==> config.mk <==
export PLATFORM = sky130hd
export DESIGN_NAME = scsa_pipe_adder
export DESIGN_NICKNAME = d
export VERILOG_FILES = /design/src/rtl/scsa_pkg.sv /design/src/rtl/scsa_block.sv /design/src/rtl/scsa_pipe_adder.sv
export SDC_FILE = /design/constraint.sdc
export NUM_CORES = 1
export LEC_CHECK = 0
export ABC_AREA = 1
export CORE_MARGIN = 2
export CORE_UTILIZATION = 50
export DETAILED_ROUTE_END_ITERATION = 12
export GPL_ROUTABILITY_DRIVEN = 0
export PLACE_DENSITY = 0.84
export SLEW_MARGIN = 20
export SYNTH_ARGS = -nofsm -noshare
export SYNTH_HDL_FRONTEND = slang
export SYNTH_HIERARCHICAL = 1
export SYNTH_SLANG_ARGS = --single-unit
==> constraint.sdc <==
create_clock -name clk -period 2.2 [get_ports clk]
set_input_delay 0.33 -clock clk [delete_from_list [all_inputs] [get_ports clk]]
set_output_delay 0.33 -clock clk [all_outputs]
set_load 0.03 [all_outputs]
==> src/rtl/scsa_pkg.sv <==
// Shared types and parameter checks for the speculative carry-select adder.
package scsa_pkg;

  // Result-path FSM states
  typedef enum logic [1:0] {
    IDLE = 2'd0,
    HOLD = 2'd1,
    FIX  = 2'd2
  } scsa_state_e;

  // Legal geometry: N splits evenly into at least two K-bit blocks
  function automatic bit scsa_params_ok(input int unsigned n, input int unsigned k);
    return (k > 0) && ((n % k) == 0) && (n >= 2 * k);
  endfunction

endpackage

==> src/rtl/scsa_block.sv <==
// K-bit sub-adder: both carry-in variants plus block generate/propagate.
module scsa_block #(
  parameter int unsigned K = 4
) (
  input  logic [K-1:0] a,
  input  logic [K-1:0] b,
  output logic [K-1:0] sum0,
  output logic [K-1:0] sum1,
  output logic         g,
  output logic         p
);

  // Carry-out with cin 0 is the block generate
  assign {g, sum0} = {1'b0, a} + {1'b0, b};

  // Sum with cin 1; an all-ones sum0 means a carry-in would ripple through
  assign sum1 = sum0 + K'(1);
  assign p    = &sum0;

endmodule

==> src/rtl/scsa_pipe_adder.sv <==
// Speculative carry-select approximate adder with optional one-cycle exact correction.
module scsa_pipe_adder
  import scsa_pkg::*;
#(
  parameter int unsigned N  = 16,
  parameter int unsigned K  = 4,
  parameter int unsigned CW = 8
) (
  input  logic          clk,
  input  logic          rst,
  input  logic          in_valid,
  output logic          in_ready,
  input  logic [N-1:0]  a,
  input  logic [N-1:0]  b,
  input  logic          exact_mode,
  output logic          out_valid,
  input  logic          out_ready,
  output logic [N-1:0]  sum,
  output logic          cout,
  output logic          err,
  output logic          corrected,
  output logic [CW-1:0] err_cnt,
  input  logic          err_cnt_clr
);

  localparam int unsigned M = N / K;
  localparam logic [CW-1:0] CNT_MAX = '1;

  // Reject geometries that do not split into whole blocks
  generate
    if (!scsa_params_ok(N, K)) begin : g_bad_params
      $error("scsa_pipe_adder: N must be a multiple of K and N >= 2*K");
    end
  endgenerate

  scsa_state_e state_q;

  logic [N-1:0]        a_q;
  logic [N-1:0]        b_q;

  logic [M-1:0]        blk_g;
  logic [M-1:0]        blk_p;
  logic [M-1:0][K-1:0] blk_sum0;
  logic [M-1:0][K-1:0] blk_sum1;

  logic [M-1:0]        spec_c;
  logic [M-1:0]        true_c;
  logic [N-1:0]        spec_sum_c;
  logic                spec_cout_c;
  logic                err_c;
  logic [N:0]          exact_c;

  logic                accept_c;
  logic                to_fix_c;
  logic                cnt_inc_c;

  // One sub-adder per K-bit slice of the operands
  generate
    for (genvar gi = 0; gi < int'(M); gi++) begin : g_blk
      scsa_block #(.K(K)) u_blk (
        .a    (a[gi*K +: K]),
        .b    (b[gi*K +: K]),
        .sum0 (blk_sum0[gi]),
        .sum1 (blk_sum1[gi]),
        .g    (blk_g[gi]),
        .p    (blk_p[gi])
      );
    end
  endgenerate

  // Speculative carry-select, true carry chain and mis-speculation detect
  always_comb begin
    logic carry;
    spec_c     = '0;
    true_c     = '0;
    spec_sum_c = '0;
    carry      = 1'b0;
    for (int unsigned i = 1; i < M; i++) begin
      spec_c[i] = blk_g[i-1];
      carry     = blk_g[i-1] | (blk_p[i-1] & carry);
      true_c[i] = carry;
    end
    for (int unsigned i = 0; i < M; i++) begin
      spec_sum_c[i*K +: K] = spec_c[i] ? blk_sum1[i] : blk_sum0[i];
    end
    spec_cout_c = blk_g[M-1] | (spec_c[M-1] & blk_p[M-1]);
    err_c       = |(spec_c ^ true_c);
  end

  // Exact sum of the held operands, used only by the correction cycle
  assign exact_c = {1'b0, a_q} + {1'b0, b_q};

  // Handshake and control decodes
  assign in_ready  = (state_q == IDLE) | ((state_q == HOLD) & out_ready);
  assign accept_c  = in_valid & in_ready;
  assign to_fix_c  = exact_mode & err_c;
  assign cnt_inc_c = (state_q == FIX) | (accept_c & err_c & ~exact_mode);

  // Result FSM with registered outputs
  always_ff @(posedge clk) begin
    if (rst) begin
      state_q   <= IDLE;
      a_q       <= '0;
      b_q       <= '0;
      out_valid <= 1'b0;
      sum       <= '0;
      cout      <= 1'b0;
      err       <= 1'b0;
      corrected <= 1'b0;
    end else begin
      case (state_q)
        IDLE, HOLD: begin
          if (accept_c) begin
            a_q <= a;
            b_q <= b;
            if (to_fix_c) begin
              state_q   <= FIX;
              out_valid <= 1'b0;
            end else begin
              state_q   <= HOLD;
              out_valid <= 1'b1;
              sum       <= spec_sum_c;
              cout      <= spec_cout_c;
              err       <= err_c;
              corrected <= 1'b0;
            end
          end else if ((state_q == HOLD) && out_ready) begin
            state_q   <= IDLE;
            out_valid <= 1'b0;
          end
        end
        FIX: begin
          state_q   <= HOLD;
          out_valid <= 1'b1;
          sum       <= exact_c[N-1:0];
          cout      <= exact_c[N];
          err       <= 1'b1;
          corrected <= 1'b1;
        end
        default: begin
          state_q   <= IDLE;
          out_valid <= 1'b0;
        end
      endcase
    end
  end

  // Saturating error counter; clear wins over a same-cycle increment
  always_ff @(posedge clk) begin
    if (rst) begin
      err_cnt <= '0;
    end else if (err_cnt_clr) begin
      err_cnt <= '0;
    end else if (cnt_inc_c && (err_cnt != CNT_MAX)) begin
      err_cnt <= err_cnt + CW'(1);
    end
  end

endmodule

=== Word level (Yosys, flattened, before mapping) ===
Cells that the tools add are included.

* Eq/ne operators: 6
* Reduce and logical (&&, ||, !) cells: 12
* $add $sub $neg: 9
* Muxes and demuxes: 23
* Bitwise operators: 15

{| class="wikitable"
|+ Operators by type and width
! cell !! count
|-
| $mux W16 || 2
|-
| $pmux W16 S2 || 1
|-
| $add A4 B4 Y5 || 4
|-
| $add A16 B16 Y17 || 1
|-
| $add A4 B1 Y4 const B || 3
|-
| $mux W4 || 3
|-
| $reduce_and A4 Y1 || 3
|-
| $mux W1 || 9
|-
| $add A8 B1 Y8 const B || 1
|-
| $and A1 B1 Y1 || 8
|-
| $ne A8 B8 Y1 const B || 1
|-
| $pmux W1 S2 || 4
|-
| $mux W2 || 3
|-
| $or A1 B1 Y1 || 5
|-
| $ne A2 B2 Y1 const B || 2
|-
| $pmux W2 S2 || 1
|-
| $reduce_or A2 Y1 || 2
|-
| $reduce_or A4 Y1 || 1
|-
| $xor A4 B4 Y4 || 1
|-
| $ne A3 B3 Y1 const B || 1
|-
| $reduce_and A3 Y1 || 1
|-
| $eq A2 B1 Y1 const B || 1
|-
| $eq A2 B2 Y1 const B || 1
|-
| $logic_and A1 B1 Y1 || 2
|-
| 4 further kinds || 4
|}

* Output and inout port bits: 29
* Flip-flop bits (word level): 62
* Input port bits: 38
* Word-level logic and storage cells: 74

=== Depth between registers and ports, before layout ===
* Word-level depth: 12
* Depth in mapped cells: 18
* Gate-level depth less buffers: 18

=== Hierarchy ===
Netlist, hierarchy kept.

{| class="wikitable"
|+ Modules (own cells, without submodules)
! module !! cells an instance !! times used !! area an instance (sq um)
|-
| scsa_pipe_adder || 546 || 1 || 3557.2
|-
| scsa_block (g_blk[0].u_blk ...) || 37 || 2 || 245.2
|-
| scsa_block (g_blk[2].u_blk ...) || 37 || 2 || 226.5
|}

=== Worst setup path before layout ===
No wires, ideal clock.

* Path type: input -> register
* Start: in a[8]
* End: reg err_cnt[6]
* Setup slack: -0.165 ns
* Arrival time: 2.249 ns
* Setup time: 0.116 ns
* Cell stages on the path: 13
* Path buffers: 0
* Cell sequence: ha_1 fa_1 nand2_1 a21oi_1 or2_2 inv_2 nand3_1 nand2_1 nand2_2 o21ai_4 nand2_4 nor3_2 nor2_1

{| class="wikitable"
|+ RTL lines
! element !! line !! source
|-
| start, declared || scsa_pipe_adder.sv:13 || <nowiki>input logic [N-1:0] a,</nowiki>
|-
| $add A4 B4 Y5 * || scsa_block.sv:14 || <nowiki>assign {g, sum0} = {1'b0, a} + {1'b0, b};</nowiki>
|-
| via blk_g[2] || scsa_pipe_adder.sv:41 || <nowiki>logic [M-1:0] blk_g;</nowiki>
|-
| $or A1 B1 Y1 || scsa_pipe_adder.sv:80 || <nowiki>carry = blk_g[i-1] | (blk_p[i-1] & carry);</nowiki>
|-
| $xor A4 B4 Y4 * || scsa_pipe_adder.sv:87 || <nowiki>err_c = |(spec_c ^ true_c);</nowiki>
|-
| $reduce_or A4 Y1 * || scsa_pipe_adder.sv:87 ||
|-
| $and A1 B1 Y1 * (2 in a row) || scsa_pipe_adder.sv:97 || <nowiki>assign cnt_inc_c = (state_q == FIX) | (accept_c & err_c & ~exact_mode);</nowiki>
|-
| $or A1 B1 Y1 * || scsa_pipe_adder.sv:97 ||
|-
| $logic_and A1 B1 Y1 * || scsa_pipe_adder.sv:154 || <nowiki>end else if (cnt_inc_c && (err_cnt != CNT_MAX)) begin</nowiki>
|-
| end signal, assigned || scsa_pipe_adder.sv:155 || <nowiki>err_cnt <= err_cnt + CW'(1);</nowiki>
|-
| end, declared || scsa_pipe_adder.sv:22 || <nowiki>output logic [CW-1:0] err_cnt,</nowiki>
|}

The timed path passes the listed nets; every way through them passes the cells marked *.
A chain may end at the register's enable or synchronous reset.

==> results.txt <==
WS Path Type = primary input to flop
R2r worst-path depth = 13
Die ar. = 9610 um2
Fin crit share = 0.968
Most common cell after layout, fill and taps aside = nand2_1
Initial antenna violation count = 0
Setup TNS = 0 ps
Num CTS Buffers = 9
Hold Crit Depth = 3
Final WL = 13300 um
GRT overflow = 0
TritonCTS Sinks = 61
Fin crit period = 2130 ps
Crit-path max FO = 8
Final Instance Count excl. Fillers = 925
RSZ-0062 raised after global routing = true
Vias = 5071
Sw Ratio = 0.354
Final setup margin = 71.3 ps
Worst path arrival time = 2420 ps
R2R setup slack = 160 ps
Hold endpoint = b_q[8]
Peak supply drop = 341 uV
Chip Height = 98.0 um
Leak = 3.07 nW
Worst hold start = b[8]
Part of the power in the clock network = 0.290
Fill count = 639
Worst-case clock buffer depth = 2
Placed instance count = 901
Antenna Nets Post-Route = 0
P&R area growth vs syn = 40.4%
Die W = 98.0 um
Synth Warn # = 6
CP max stage delay = 610 ps
Vias/cell = 5.48
R2R Path Start = a_q[0]
CP Cell Sequence = buf_8 > ha_4 > fa_2 > ha_4 > nand2_2 > a21oi_2 > nand3_2 > nand2_4 > nand2_4 > o21ai_4 > buf_6 > nand3_4 > a21oi_4
Syn Inst Count = 681
Drt pass-1 iters = 5
Slowest cell on crit path = fa_2
Final nets = 891
Vias in the first global route = 4763
Crit start category = primary input
Top-level port count = 67
FP Rows = 34
Core area = 8640 um2
Worst-skew pair later-pin latency = 350 ps
Setup violators final = 0
Combinational Power Share = 0.354
Commonest cells after routing, fill and taps aside = nand2_1, nor2_1, inv_1, buf_4, dfxtp_1
N_diodes = 0
Power per cell area = 565 nW/um2
RR Endpoint = cout
Share of cells above drive strength 1 = 0.215
Max Cap Viol = 0
Max Slew Vio Count = 0
Area of placed instances = 5680 um2
Sequential power share = 0.356
First-pass GRT wire length = 21800 um
Final Hold Vio Count = 0
Status = complete, no violations
Fmax = 470 MHz
GRT Overall Usage = 0.272
Worst endpoint required time = 2490 ps
Clock-pin slew on the worst setup and hold paths = 70 ps
Final HPWL DP = 9350 um
CTS tree = yes
H-tree levels = 3
Synth Cell Area = 4420 um2
Final Skew = 7.81 ps
Post-Syn Area per Cell = 6.49 um2
Buf+Inv Stages, Crit Path = 2
Worst-margin pin slew = 546 ps
Worst setup EP type = flop
Top delay family on crit path = adder cells
Sw power = 1.24 mW
Power Internal = 2.26 mW
Post-Syn Nets = 760
# hold bufs at CTS = 0
HP Class = primary input to flop
1st-iter DRT viols = 518
Final core occ = 0.719
DRC viols = 0
DR WL/cell = 14.4 um
Fin area = 6210 um2
Largest net degree at the start of global routing = 51
Slew HR = 0.636
Pre-CTS setup slack = -720 ps
CTS Root Cell = clkbuf_8
Initial Utilization = 0.512
# port buffers = 66
[worst max path at each step]
stage / startpoint / cells after the start / slack [ps] / end
floorplan: b[8] / 12 / -50 / err_cnt[6]
global placement: b[8] / 15 / -620 / cout
detailed placement: b[8] / 13 / -720 / sum[4]
CTS: a[4] / 13 / 0.4 / sum[15]
global route: a[0] / 15 / -10 / err_cnt[6]
finish: a[8] / 13 / 70 / err_cnt[7]
[layout make-up]
type | instances | area [um2] | area share
tap | 108 | 135 | 0.0218
sequential | 61 | 1220 | 0.197
inverter | 86 | 323 | 0.0520
clock inverter | 7 | 75.1 | 0.0121
multi-input combinational | 519 | 3120 | 0.503
clock buffer | 9 | 124 | 0.0200
timing repair buffer | 135 | 1210 | 0.195
[through the flow]
step | hold slack [ps] | total power, mW
6_report | 219 | 3.50
4_1_cts | 374 | 3.42
3_5_place_dp | 463 | 2.40
2_1_floorplan | 399 | 1.94
3_3_place_gp | 458 | 2.36
5_1_grt | 261 | 3.68
[sequential cells by signal, indices dropped and copies added, names as in the netlist]
name and flops:
a_q 16, b_q 16, sum 16, err_cnt 8, state_q 2, corrected 1
cout 1, err 1
[timing repair]
item | in CTS | in global routing
pin swaps | 13 | 33
gates cloned | 3 | 0
buffers inserted | 1 | 5
hold endpoints to repair | 0 | 0
setup endpoints to repair | 29 | 29
resized for setup | 42 | 59
[power by group through the flow]
stage          Combinational [mW]  Clock, mW  Sequential [mW]
4_1_cts                      1.17       1.01             1.24
2_1_floorplan               0.623          0             1.32
3_3_place_gp                 1.09          0             1.26
3_5_place_dp                 1.13          0             1.27
5_1_grt                      1.36       1.06             1.25
6_report                     1.24       1.02             1.25
[layer usage]
layer  share of wire  global-route usage  routed length (um)
met5               0                   0                   0
met4           0.029              0.0929                 384
met3           0.070              0.0336                 924
met2            0.49               0.465                6530
met1            0.41               0.355                5460
[worst min-delay path, delay by kind of cell]
kind	cells	cell delay (ps)
AND/OR/NAND/NOR	2	120
buffers and inverters	1	80
(Power assumes the default switching activity.)
